$ cat src/rtl/uart_rx_deser_param_if.sv
// Bus between the RX front end / consumer and the parametrised UART RX deserializer.
// "master" drives the sampler, control and consumer side; "slave" is the deserializer.
interface uart_rx_deser_param_if #(
  parameter int MAX_DATA_WIDTH = 9,
  parameter int PRESCALE_WIDTH = 6
);
  logic                      deser_en;
  logic [PRESCALE_WIDTH-1:0] edge_cnt;
  logic [PRESCALE_WIDTH-1:0] Prescale;
  logic                      sampled_bit;
  logic [3:0]                data_len;
  logic                      msb_first;
  logic                      out_ready;
  logic                      ovr_clr;
  logic [MAX_DATA_WIDTH-1:0] P_DATA;
  logic                      out_valid;
  logic                      overrun;
  logic [3:0]                bit_count;

  modport master (
    output deser_en, edge_cnt, Prescale, sampled_bit, data_len, msb_first, out_ready, ovr_clr,
    input  P_DATA, out_valid, overrun, bit_count
  );
  modport slave (
    input  deser_en, edge_cnt, Prescale, sampled_bit, data_len, msb_first, out_ready, ovr_clr,
    output P_DATA, out_valid, overrun, bit_count
  );
endinterface

$ cat src/rtl/uart_rx_deser_param.sv
// UART RX deserializer: runtime length 5..MAX_DATA_WIDTH, LSB/MSB-first order,
// one-entry valid/ready output register with a sticky overrun flag.
module uart_rx_deser_param #(
  parameter int MAX_DATA_WIDTH = 9,
  parameter int PRESCALE_WIDTH = 6
) (
  input logic                   CLK,
  input logic                   RST,
  uart_rx_deser_param_if.slave  bus
);
  localparam logic [3:0] MAX_L = 4'(MAX_DATA_WIDTH);

  typedef enum logic [1:0] {IDLE, COLLECT, COMMIT} state_e;

  state_e                    state_q, state_d;
  logic [MAX_DATA_WIDTH-1:0] shreg_q, shreg_d;
  logic [MAX_DATA_WIDTH-1:0] p_data_q, p_data_d;
  logic [3:0]                bit_count_q, bit_count_d;
  logic                      out_valid_q, out_valid_d;
  logic                      overrun_q, overrun_d;

  logic [3:0]                len;
  logic [3:0]                shamt;
  logic [PRESCALE_WIDTH-1:0] samp_pt;
  logic                      capture;

  always_comb begin
    len     = (bus.data_len >= 4'd5 && bus.data_len <= MAX_L) ? bus.data_len : MAX_L;
    shamt   = MAX_L - len;
    samp_pt = (bus.Prescale == PRESCALE_WIDTH'(4)) ? (bus.Prescale >> 1)
                                                   : (bus.Prescale >> 1) + PRESCALE_WIDTH'(1);
    capture = bus.deser_en && (bus.edge_cnt == samp_pt) && (bit_count_q < len);
  end

  always_comb begin
    state_d     = state_q;
    shreg_d     = shreg_q;
    bit_count_d = bit_count_q;
    p_data_d    = p_data_q;
    out_valid_d = out_valid_q && !bus.out_ready;
    overrun_d   = overrun_q && !bus.ovr_clr;

    if (capture) begin
      shreg_d     = bus.msb_first ? {shreg_q[MAX_DATA_WIDTH-2:0], bus.sampled_bit}
                                  : {bus.sampled_bit, shreg_q[MAX_DATA_WIDTH-1:1]};
      bit_count_d = bit_count_q + 4'd1;
    end

    case (state_q)
      IDLE: if (capture) state_d = COLLECT;
      COLLECT: begin
        if (bit_count_q == len) begin
          state_d = COMMIT;
        end else if (!bus.deser_en && bit_count_q != 4'd0) begin
          // Frame abandoned mid-data: drop the partial word, leave the output alone.
          state_d     = IDLE;
          bit_count_d = 4'd0;
          shreg_d     = '0;
        end
      end
      COMMIT: begin
        // LSB-first words sit in the top L bits; MSB-first words in the bottom L bits.
        p_data_d    = bus.msb_first ? (shreg_q & ({MAX_DATA_WIDTH{1'b1}} >> shamt))
                                    : (shreg_q >> shamt);
        out_valid_d = 1'b1;
        if (out_valid_q && !bus.out_ready) overrun_d = 1'b1;
        bit_count_d = 4'd0;
        shreg_d     = '0;
        state_d     = IDLE;
      end
      default: state_d = IDLE;
    endcase
  end

  always_ff @(posedge CLK) begin
    if (!RST) begin
      state_q     <= IDLE;
      shreg_q     <= '0;
      p_data_q    <= '0;
      bit_count_q <= 4'd0;
      out_valid_q <= 1'b0;
      overrun_q   <= 1'b0;
    end else begin
      state_q     <= state_d;
      shreg_q     <= shreg_d;
      p_data_q    <= p_data_d;
      bit_count_q <= bit_count_d;
      out_valid_q <= out_valid_d;
      overrun_q   <= overrun_d;
    end
  end

  assign bus.P_DATA    = p_data_q;
  assign bus.out_valid = out_valid_q;
  assign bus.overrun   = overrun_q;
  assign bus.bit_count = bit_count_q;
endmodule

$ cat src/flat_wrapper.sv
// flat-port wrapper written by rule: the top's interface ports become plain ports
module uart_rx_deser_param_flat 
#(
  parameter int MAX_DATA_WIDTH = 9,
  parameter int PRESCALE_WIDTH = 6
)
  (CLK, RST, bus_deser_en, bus_edge_cnt, bus_Prescale, bus_sampled_bit, bus_data_len, bus_msb_first, bus_out_ready, bus_ovr_clr, bus_P_DATA, bus_out_valid, bus_overrun, bus_bit_count);
  uart_rx_deser_param_if #(.MAX_DATA_WIDTH(MAX_DATA_WIDTH), .PRESCALE_WIDTH(PRESCALE_WIDTH)) bus_i ();
  input logic CLK;
  input logic RST;
  input wire logic [$bits(bus_i.deser_en)-1:0] bus_deser_en;
  input wire logic [$bits(bus_i.edge_cnt)-1:0] bus_edge_cnt;
  input wire logic [$bits(bus_i.Prescale)-1:0] bus_Prescale;
  input wire logic [$bits(bus_i.sampled_bit)-1:0] bus_sampled_bit;
  input wire logic [$bits(bus_i.data_len)-1:0] bus_data_len;
  input wire logic [$bits(bus_i.msb_first)-1:0] bus_msb_first;
  input wire logic [$bits(bus_i.out_ready)-1:0] bus_out_ready;
  input wire logic [$bits(bus_i.ovr_clr)-1:0] bus_ovr_clr;
  output wire logic [$bits(bus_i.P_DATA)-1:0] bus_P_DATA;
  output wire logic [$bits(bus_i.out_valid)-1:0] bus_out_valid;
  output wire logic [$bits(bus_i.overrun)-1:0] bus_overrun;
  output wire logic [$bits(bus_i.bit_count)-1:0] bus_bit_count;
  assign bus_i.deser_en = bus_deser_en;
  assign bus_i.edge_cnt = bus_edge_cnt;
  assign bus_i.Prescale = bus_Prescale;
  assign bus_i.sampled_bit = bus_sampled_bit;
  assign bus_i.data_len = bus_data_len;
  assign bus_i.msb_first = bus_msb_first;
  assign bus_i.out_ready = bus_out_ready;
  assign bus_i.ovr_clr = bus_ovr_clr;
  assign bus_P_DATA = bus_i.P_DATA;
  assign bus_out_valid = bus_i.out_valid;
  assign bus_overrun = bus_i.overrun;
  assign bus_bit_count = bus_i.bit_count;
  uart_rx_deser_param #(.MAX_DATA_WIDTH(MAX_DATA_WIDTH), .PRESCALE_WIDTH(PRESCALE_WIDTH)) u_core (.CLK(CLK), .RST(RST), .bus(bus_i));
endmodule
$ cat config.mk
export PLATFORM = sky130hd
export DESIGN_NAME = uart_rx_deser_param_flat
export DESIGN_NICKNAME = d
export VERILOG_FILES = /design/src/rtl/uart_rx_deser_param_if.sv /design/src/rtl/uart_rx_deser_param.sv /design/src/flat_wrapper.sv
export SDC_FILE = /design/constraint.sdc
export NUM_CORES = 1
export LEC_CHECK = 0
export BUFFER_PORTS_ARGS = -buffer_cell sky130_fd_sc_hd__buf_4
export CORE_MARGIN = 3
export CORE_UTILIZATION = 45
export CTS_CLUSTER_DIAMETER = 50
export DETAILED_ROUTE_END_ITERATION = 8
export PLACE_DENSITY = 0.75
export SLEW_MARGIN = 25
export SYNTH_ARGS = -nofsm -noshare
export SYNTH_HDL_FRONTEND = slang
export SYNTH_SLANG_ARGS = --single-unit
export TNS_END_PERCENT = 5
$ cat constraint.sdc
create_clock -name CLK -period 3.1 [get_ports CLK]
set_clock_uncertainty 0.05 [all_clocks]
set_input_delay 0.62 -clock CLK [delete_from_list [all_inputs] [get_ports CLK]]
set_output_delay 0.62 -clock CLK [all_outputs]
set_load 0.01 [all_outputs]
# After elaboration in Yosys (flattened, before gate mapping)
# Cells that the tools add are included.
word_totals:
  ff_bits: 26
  inputBits: 23
  output_inout_bits: 15
  wordCells: 53
classes:
  add_sub_neg: 3
  n_lt_le_gt_ge: 3
  n_eq_ne: 7
  shift: 2
  n_mux: 19
  n_bitwise: 1
  reduce_logical: 12
op_table:
  columns: ["operator", "count"]
  rows:
  - ["9-bit 2-to-1 mux", 5]
  - ["9-bit case mux with 2 select lines", 1]
  - ["4-bit 2-to-1 mux", 4]
  - ["9-bit AND", 1]
  - ["9-bit by 4-bit right shift with 9-bit output", 1]
  - ["9-bit by 4-bit right shift with 9-bit output (first input constant)", 1]
  - ["4-bit case mux with 2 select lines", 1]
  - ["5-bit by 1-bit adder with 6-bit output (second input constant)", 1]
  - ["6-bit by 3-bit == test with 1-bit output (second input constant)", 1]
  - ["6-bit == test", 1]
  - ["1-bit logical AND", 6]
  - ["2-bit 2-to-1 mux", 3]
  - ["6-bit 2-to-1 mux", 1]
  - ["4-bit by 1-bit adder with 4-bit output (second input constant)", 1]
  - ["4-bit == test", 1]
  - ["4-bit by 3-bit greater-or-equal comparator with 1-bit output (second input constant)", 1]
  - ["4-bit less-or-equal comparator (second input constant)", 1]
  - ["4-bit < comparator", 1]
  - ["2-bit case mux with 2 select lines", 1]
  - ["4-bit nonzero test", 1]
  - ["4-bit subtractor (first input constant)", 1]
  - ["1-bit zero test", 3]
  - ["1-bit 2-to-1 mux", 3]
  - ["3-bit by 1-bit inequality test with 1-bit output (second input constant)", 1]
  - ["5 further kinds", 5]

# Depth between registers and ports, before layout
# Gate-level depths: netlist (run 1).
logic_depth:
  depth_word: 9
  depth_mapped: 11
  mapped_depth_nobuf: 10

# Worst setup path after synthesis (run 1)
# No wires, ideal clock.
synth_path:
  path_type: "input -> register"
  start: "input bus_data_len[0]"
  end: "register u_core.bit_count_q[2] (netlist: u_core.bus.bit_count[2])"
  setup_time_ns: 0.070
  t_arrival_ns: 3.020
  required_ns: 2.980
  setup_slack_ns: -0.040
  stages: 11
  n_path_buf: 3
  path_cell_list: "clkbuf_1 -> clkbuf_1 -> o21ai_0 -> inv_1 -> ha_1 -> a211oi_1 -> nand3_1 -> a311o_1 -> buf_6 -> or4_1 -> a21oi_1"
synth_via:
  elab_chain_len: 9
synth_lines:
  columns: ["element", "line", "source"]
  rows:
  - ["start: declaration", "flat_wrapper.sv:15", "input wire logic [$bits(bus_i.data_len)-1:0] bus_data_len;"]
  - ["4-bit by 3-bit greater-or-equal comparator with 1-bit output or 4-bit less-or-equal comparator (tied branches)", "uart_rx_deser_param.sv:28", "len = (bus.data_len >= 4'd5 && bus.data_len <= MAX_L) ? bus.data_len : MAX_L;"]
  - ["1-bit logical AND", "uart_rx_deser_param.sv:28", null]
  - ["4-bit 2-to-1 mux *", "uart_rx_deser_param.sv:28", null]
  - ["4-bit < comparator", "uart_rx_deser_param.sv:32", "capture = bus.deser_en && (bus.edge_cnt == samp_pt) && (bit_count_q < len);"]
  - ["1-bit logical AND", "uart_rx_deser_param.sv:32", null]
  - ["4-bit 2-to-1 mux", "uart_rx_deser_param.sv:43", "if (capture) begin"]
  - ["4-bit 2-to-1 mux", "uart_rx_deser_param.sv:54", "end else if (!bus.deser_en && bit_count_q != 4'd0) begin"]
  - ["4-bit 2-to-1 mux", "uart_rx_deser_param.sv:52", "if (bit_count_q == len) begin"]
  - ["4-bit case mux with 2 select lines *", "uart_rx_deser_param.sv:49", "case (state_q)"]
  - ["end signal: assignment", "uart_rx_deser_param.sv:87", "bit_count_q <= bit_count_d;"]
  - ["end: declaration", "uart_rx_deser_param.sv:18", "logic [3:0] bit_count_q, bit_count_d;"]
# Mark *: on every way between the ends. The rest lies on a longest branch, timed or not.
# A chain may end at the register's enable or synchronous reset.

# Final worst setup path (run 1)
layout_path:
  start: "input bus_data_len[2]"
  end: "register u_core.bit_count_q[3] (netlist: u_core.bus.bit_count[3])"
# The elaborated chain is that of the path after synthesis.

==> flow_metrics.env, run 1 <==
export IMPL_crit_type="in2reg"
export IMPL_synth_top_area_frac=0.268
export IMPL_avgRoutedWirePerCell_um=14.2
export IMPL_cts_buffer_depth=2
export IMPL_hold_start="u_core.bus.P_DATA[2]"
export IMPL_postRouteAntennaNets=0
export IMPL_routed_via_density=5.88
export IMPL_cts_made_buffers=3
export IMPL_ys_seq_elements=26
export IMPL_synth_edf_count=0
export IMPL_die_height_um=71.7
export IMPL_cap_viol_max_count=0
export IMPL_crit_start="bus_data_len[2]"
export IMPL_power_uw=660
export IMPL_clk_latency_ps=260
export IMPL_powerDensity_nw_per_um2=284
export IMPL_worst_pin_slew_ps=509
export IMPL_clk_pin_slew_ps=80
export IMPL_critPathArrivalTime_ps=2820
export IMPL_clock_sinks=26
export IMPL_place_congestion=0.924
export IMPL_htree_levels=1
export IMPL_status="complete, no violations"
export IMPL_cts_hold_buf=0
export IMPL_coreArea_um2=4090
export IMPL_dp_hpwl_um=3690
export IMPL_multi_input_area_um2=1300
export IMPL_rsz0062_at_grt="no"
export IMPL_synth_ff_type="dfxtp_1"
export IMPL_fin_util=0.569
export IMPL_overflow=0
export IMPL_final_max_slew_viol_count=0
export IMPL_cts_tree="built"
export IMPL_root_buffer="clkbuf_8"
export IMPL_synth_area_um2=1940
export IMPL_n_fill_cell=393
export IMPL_seq_area_um2=520
export IMPL_synth_cells=247
export IMPL_initial_core_util=0.476
export IMPL_finalWirelength_um=4750
export IMPL_fmax_ghz=0.372
export IMPL_mostFrequentLayoutCells="45 x buf_4, 26 x a21oi_1, 26 x dfxtp_1, 22 x o21ai_0, 17 x nor2_1"
export IMPL_drtIter0Drc=152
export IMPL_io_pins=38
export IMPL_dieArea_um2=5140
export IMPL_regToRegStartpoint="u_core.bus.bit_count[1]"
export IMPL_tns_ps=0
export IMPL_start_kind="input pin"
export IMPL_grt_pass1_vias=1741
export IMPL_first_pass_iters=4
export IMPL_max_slew_margin=0.656
export IMPL_final_common_cell="buf_4"
export IMPL_synth_top_area_cell="dfxtp_1"
export IMPL_grt_max_degree=23
export IMPL_required_ps=3240
export IMPL_track_usage=0.181
export IMPL_p_leak_uw=0.000869
export IMPL_cts_resized=0
export IMPL_ys_async_sr_fraction=0
export IMPL_nets=321
export IMPL_route_detailed_drc=0
export IMPL_yosysWarnings=0
export IMPL_die_x_um=71.7
export IMPL_period_needed_ps=2690
export IMPL_io_buffers=37
export IMPL_endpoint_kind="register"
export IMPL_synth_area_per_cell_um2=7.87
export IMPL_ys_seq_area_frac=0.268
export IMPL_hold_path_class="reg2reg"
export IMPL_synth_net_count=283
export IMPL_area_delta_synth_final_pct=19.6
export IMPL_ys_types=54
export IMPL_rows=23
export IMPL_hold_viol=0
export IMPL_yosys_top_cells_area="dfxtp_1 27%, ha_1 8.4%, a21oi_1 6.7%"
export IMPL_ir_drop_mv=0.176
export IMPL_grt_antenna_before_repair=0
export IMPL_grt_pass1_wl_um=7670
export IMPL_cts_setup_buffers=0
export IMPL_drive_above_1_share=0.198
export IMPL_cp_max_fo=7
export IMPL_antenna_cells=0
export IMPL_num_vias=1958
export IMPL_layout_worst_path_cycle_share=0.866
export IMPL_setup_violations=0
[path summary, 6_finish.rpt]
path                             endpoint  depth (start not counted)  slack [ps]
hold / removal       u_core.bus.P_DATA[2]                          2         410
setup / recovery  u_core.bus.bit_count[3]                         10         410
hold reg to reg      u_core.bus.P_DATA[2]                          2         410
setup reg to reg  u_core.bus.bit_count[3]                          7         790
[synthesized netlist by cell type (4+ instances only)]
master	count
nor2_1	17
a21oi_1	26
nor2b_1	7
dfxtp_1	26
nand3_1	6
a211oi_1	12
xnor2_1	4
ha_1	13
o31ai_1	4
o21ai_0	23
nand2_1	16
nor3_1	6
mux2i_1	13
a31oi_1	4
inv_1	15
clkbuf_1	6
[cells by family after synthesis]
kind of cell    count (synthesis)  share of synthesized area
simple gates                   73                      0.202
fa+ha+maj                      13                     0.0837
xor+xnor                        5                     0.0225
buf+inv                        28                     0.0618
compound gates                 88                      0.290
flops                          26                      0.268
mux                            14                     0.0728
[final cells by class]
type	count	share of cell area
clock buffer	3	0.0178
timing repair buffer	45	0.145
multi-input combinational	193	0.560
inverter	16	0.0258
tap	50	0.0269
sequential	26	0.224
[worst max-delay path, stage by stage]
cell	delay, ps
buf_4	120
nor2b_1	150
o21ai_1	130
inv_1	70
ha_1	300
a211oi_1	250
nand3_1	120
a311o_1	420
or4_1	490
a21oi_1	160
[sequential cells by signal, summed over array words and instances, names as in the netlist]
register / count
u_core.bus.P_DATA: 9
u_core.shreg_q: 9
u_core.bus.bit_count: 4
u_core.state_q: 2
u_core.bus.out_valid: 1
u_core.bus.overrun: 1
[layer usage]
layer	vias up	global-route usage	share of wire
li1	987	-	-
met1	915	0.245	0.47
met2	49	0.300	0.46
met3	7	0.0365	0.052
met4	0	0.0355	0.0099
met5	-	0	0
[where the power goes]
part           switching (µW)  internal [µW]
combinational            79.8           60.7
clock                    94.2           86.8
sequential               2.86            335
total                     177            483
[through the flow]
step	hold slack, ps	cells	area [µm²]	setup slack (ps)
floorplan	428	247	1940	37.1
global route	434	333	2320	260
detailed placement	398	330	2280	157
CTS	418	333	2320	432
finish	410	333	2320	415
global placement	388	330	2280	234
Note: power is estimated with default switching activity, not from simulation.
==> inputs of run 2 (changes only) <==
CORE_ASPECT_RATIO = 2   (was default)
CORE_UTILIZATION = 40   (was 45)
PLACE_DENSITY = 0.68   (was 0.75)
==> flow_metrics.env, run 2 (same netlist as run 1, synthesis figures left out) <==
export IMPL_status="complete, no violations"
export IMPL_period_needed_ps=2780
export IMPL_clock_sinks=26
export IMPL_first_pass_iters=4
export IMPL_grt_pass1_wl_um=8720
export IMPL_drtIter0Drc=81
export IMPL_io_buffers=37
export IMPL_coreArea_um2=4640
export IMPL_required_ps=3240
export IMPL_ir_drop_mv=0.212
export IMPL_grt_pass1_vias=1939
export IMPL_slowest_stage="or4_1"
export IMPL_critPathArrivalTime_ps=2930
export IMPL_hold_path_class="reg2reg"
export IMPL_htree_levels=1
export IMPL_powerDensity_nw_per_um2=288
export IMPL_crit_type="in2reg"
export IMPL_pwr_share_comb=0.213
export IMPL_cts_hold_buf=0
export IMPL_clk_latency_ps=270
export IMPL_clk_pin_slew_ps=80
export IMPL_area_delta_synth_final_pct=20.3
export IMPL_antenna_cells=0
export IMPL_die_x_um=55.3
export IMPL_cts_resized=0
export IMPL_grt_max_degree=23
export IMPL_switchingPower_uw=188
export IMPL_dp_hpwl_um=4290
export IMPL_cts_tree="built"
export IMPL_max_slew_margin=0.615
export IMPL_cap_viol_max_count=0
export IMPL_timing_reg2reg_setup_slack_ps=750
export IMPL_worst_pin_slew_ps=563
export IMPL_setup_violations=0
export IMPL_layout_worst_path_cycle_share=0.897
export IMPL_track_usage=0.183
export IMPL_sw_frac_of_total=0.280
export IMPL_fmax_ghz=0.359
export IMPL_drive_above_1_share=0.201
export IMPL_hold_start="u_core.bus.P_DATA[4]"
export IMPL_r2r_worst_path_cells=7
export IMPL_crit_chain="buf_4 > nor2b_1 > o21ai_1 > inv_1 > ha_1 > a211oi_1 > nand3_1 > a311o_1 > or4_1 > a21oi_1"
export IMPL_io_pins=38
export IMPL_tns_ps=0
export IMPL_num_vias=2036
export IMPL_p_int_uw=484
export IMPL_route_detailed_drc=0
export IMPL_mostFrequentLayoutCells="46 x buf_4, 26 x a21oi_1, 26 x dfxtp_1, 22 x o21ai_0, 17 x nor2_1"
export IMPL_final_common_cell="buf_4"
export IMPL_fin_util=0.504
export IMPL_final_max_slew_viol_count=0
export IMPL_initial_core_util=0.419
export IMPL_p_leak_uw=0.000874
export IMPL_reg2reg_to="u_core.bus.bit_count[3]"
export IMPL_dieArea_um2=5780
export IMPL_hold_viol=0
export IMPL_routed_via_density=6.01
export IMPL_regToRegStartpoint="u_core.bus.bit_count[1]"
export IMPL_root_buffer="clkbuf_8"
export IMPL_slowest_delay_ps=490
export IMPL_endpoint_kind="register"
export IMPL_rows=35
export IMPL_power_uw=672
export IMPL_pwr_share_seq=0.503
export IMPL_cts_made_buffers=3
export IMPL_grt_antenna_before_repair=0
export IMPL_overflow=0
export IMPL_nets=322
export IMPL_start_kind="input pin"
export IMPL_p_clk_frac=0.284
export IMPL_min_path_cells=1
export IMPL_fin_cells=339
export IMPL_cp_max_fo=7
export IMPL_postRouteAntennaNets=0
export IMPL_cts_buffer_depth=2
export IMPL_finalWirelength_um=5340
export IMPL_avgRoutedWirePerCell_um=15.8
export IMPL_rsz0062_at_grt="no"
export IMPL_cts_setup_buffers=0
export IMPL_holdPathEnd="u_core.bus.P_DATA[4]"
export IMPL_dp_cells=336
export IMPL_place_congestion=0.928
export IMPL_die_height_um=105
[run 2: area by class of cell]
cell class,count,area [µm²]
fill,476,2300
multi-input combinational,193,1300
sequential,26,520
timing repair buffer,46,345
tap,55,68.8
inverter,16,60.1
clock buffer,3,41.3
[run 2: power by group through the flow]
stage	logic [µW]	clock network, µW	registers (µW)
2_1_floorplan	87.7	0	345
3_3_place_gp	139	0	346
4_1_cts	143	197	338
3_5_place_dp	142	0	346
5_1_grt	157	213	339
6_report	143	191	338
[run 2: per-layer routing]
metal | global-route usage | routed length (µm) | up-vias
met4 | 0.123 | 273 | 0
met1 | 0.172 | 1840 | 933
met5 | 0 | 0 | -
met3 | 0.0210 | 206 | 25
li1 | - | - | 996
met2 | 0.352 | 3020 | 82
[run 2: how the worst max path moves through the flow]
stage               cells after the start                      end             from
detailed placement                     10  u_core.bus.bit_count[3]  bus_data_len[2]
finish                                 10  u_core.bus.bit_count[3]  bus_data_len[2]
global placement                       10  u_core.bus.bit_count[3]  bus_data_len[2]
global route                           10  u_core.bus.bit_count[3]  bus_data_len[3]
floorplan                              11  u_core.bus.bit_count[2]  bus_data_len[0]
CTS                                    10  u_core.bus.bit_count[3]  bus_data_len[2]
[run 2: critical path, delay by kind of cell]
family,cells,cell delay [ps]
simple gates,3,770
compound gates,4,1030
buf+inv,2,200
fa+ha+maj,1,310
[run 2: metrics by stage]
step	hold slack (ps)	worst slack [ps]	area [µm²]
after floorplan	428	37.1	1940
after CTS	411	337	2340
after global routing	439	139	2340
after detailed placement	390	65.3	2300
after global placement	387	190	2300
final	407	318	2340
==> inputs of run 3 (changes only) <==
CTS_BUF_LIST = sky130_fd_sc_hd__clkbuf_4   (was default)
==> flow_metrics.env, run 3 (same netlist as run 1, synthesis figures left out) <==
export IMPL_final_setup_worst_slack_ps=372
export IMPL_hold_start="u_core.bus.P_DATA[2]"
export IMPL_route_detailed_drc=0
export IMPL_grt_pass1_vias=1918
export IMPL_ir_drop_mv=0.195
export IMPL_status="complete, no violations"
export IMPL_drtIter0Drc=56
export IMPL_final_common_cell="buf_4"
export IMPL_endpoint_kind="register"
export IMPL_cts_buffer_depth=2
export IMPL_area_delta_synth_final_pct=19.4
export IMPL_r2r_worst_path_cells=7
export IMPL_finalWirelength_um=5340
export IMPL_first_pass_iters=4
export IMPL_place_congestion=0.928
export IMPL_mostFrequentLayoutCells="46 x buf_4, 26 x a21oi_1, 26 x dfxtp_1, 22 x o21ai_0, 17 x nor2_1"
export IMPL_nets=322
export IMPL_die_height_um=105
export IMPL_cts_hold_buf=0
export IMPL_grt_antenna_before_repair=0
export IMPL_htree_levels=1
export IMPL_setup_violations=0
export IMPL_powerDensity_nw_per_um2=271
export IMPL_cts_resized=0
export IMPL_min_path_cells=2
export IMPL_dieArea_um2=5780
export IMPL_root_buffer="clkbuf_4"
export IMPL_tns_ps=0
export IMPL_hold_viol=0
export IMPL_initial_core_util=0.419
export IMPL_hold_path_class="reg2reg"
export IMPL_grt_pass1_wl_um=8830
export IMPL_p_leak_uw=0.000866
export IMPL_rsz0062_at_grt="no"
export IMPL_num_vias=2011
export IMPL_reg2reg_to="u_core.bus.bit_count[3]"
export IMPL_antenna_cells=0
export IMPL_holdPathEnd="u_core.bus.P_DATA[2]"
export IMPL_cts_setup_buffers=0
export IMPL_clk_latency_ps=320
export IMPL_final_max_slew_viol_count=0
export IMPL_n_fill_cell=483
export IMPL_start_kind="input pin"
export IMPL_coreArea_um2=4640
export IMPL_routed_via_density=5.93
export IMPL_dp_hpwl_um=4290
export IMPL_io_buffers=37
export IMPL_postRouteAntennaNets=0
export IMPL_timing_reg2reg_setup_slack_ps=740
export IMPL_required_ps=3300
export IMPL_avgRoutedWirePerCell_um=15.8
export IMPL_cap_viol_max_count=0
export IMPL_rows=35
export IMPL_io_pins=38
export IMPL_layout_worst_path_cycle_share=0.880
export IMPL_cts_tree="built"
export IMPL_max_slew_margin=0.624
export IMPL_cts_made_buffers=3
export IMPL_cp_max_fo=7
export IMPL_regToRegStartpoint="u_core.bus.bit_count[1]"
export IMPL_worst_pin_slew_ps=549
export IMPL_die_x_um=55.3
export IMPL_clk_pin_slew_ps=130
export IMPL_fmax_ghz=0.367
export IMPL_grt_max_degree=23
export IMPL_track_usage=0.185
export IMPL_period_needed_ps=2730
export IMPL_clock_sinks=26
export IMPL_drive_above_1_share=0.201
export IMPL_overflow=0
export IMPL_critPathArrivalTime_ps=2930
export IMPL_crit_type="in2reg"
export IMPL_place_ws_ps=65.3
[run 3: cell counts in the layout (fill, tap and decap cells not counted)]
Identical to the previous run, type by type.
[run 3: cell type report]
cell class              instances  area [µm²]  area share
multi-input cells             193        1300       0.561
well taps                      55        68.8      0.0297
repair buffers                 46         345       0.149
clock buffers                   3        22.5     0.00971
inverters                      16        60.1      0.0259
flip-flops and latches         26         520       0.224
[run 3: worst max path at each step]
| stage | start | to | depth (start not counted) |
|---|---|---|---|
| after floorplan | bus_data_len[0] | u_core.bus.bit_count[2] | 11 |
| after global placement | bus_data_len[2] | u_core.bus.bit_count[3] | 10 |
| after detailed placement | bus_data_len[2] | u_core.bus.bit_count[3] | 10 |
| after CTS | bus_data_len[2] | u_core.bus.bit_count[3] | 10 |
| after global routing | bus_data_len[3] | u_core.bus.bit_count[3] | 10 |
| final | bus_data_len[2] | u_core.bus.bit_count[3] | 10 |
[run 3: worst max-delay path, stage by stage]
cell and delay [ps]:
buf_4 120, nor2b_1 150, o21ai_1 180, inv_1 80, ha_1 310, a211oi_1 280
nand3_1 130, a311o_1 420, or4_1 490, a21oi_1 150
[run 3: per-stage QoR]
step / hold WS (ps) / power, µW / utilization / cell area, µm² / instances
CTS: 421 / 633 / 0.500 / 2320 / 339
finish: 418 / 629 / 0.500 / 2320 / 339
floorplan: 428 / 432 / - / 1940 / 247
global route: 446 / 667 / 0.500 / 2320 / 339
detailed placement: 390 / 488 / 0.495 / 2300 / 336
global placement: 387 / 486 / 0.495 / 2300 / 336
[run 3: report_power, final]
group,internal [µW],switching [µW]
sequential,336,3.12
clock,45.6,102
combinational,61.7,81.5
total,443,186
[run 3: routing by layer]
metal / vias to the layer above / GRT usage / wire (µm) / part of all wire
li1: 991 / - / - / -
met1: 941 / 0.177 / 1920 / 0.36
met2: 64 / 0.364 / 3090 / 0.58
met3: 15 / 0.0247 / 170 / 0.032
met4: 0 / 0.0939 / 164 / 0.031
met5: - / 0 / 0 / 0
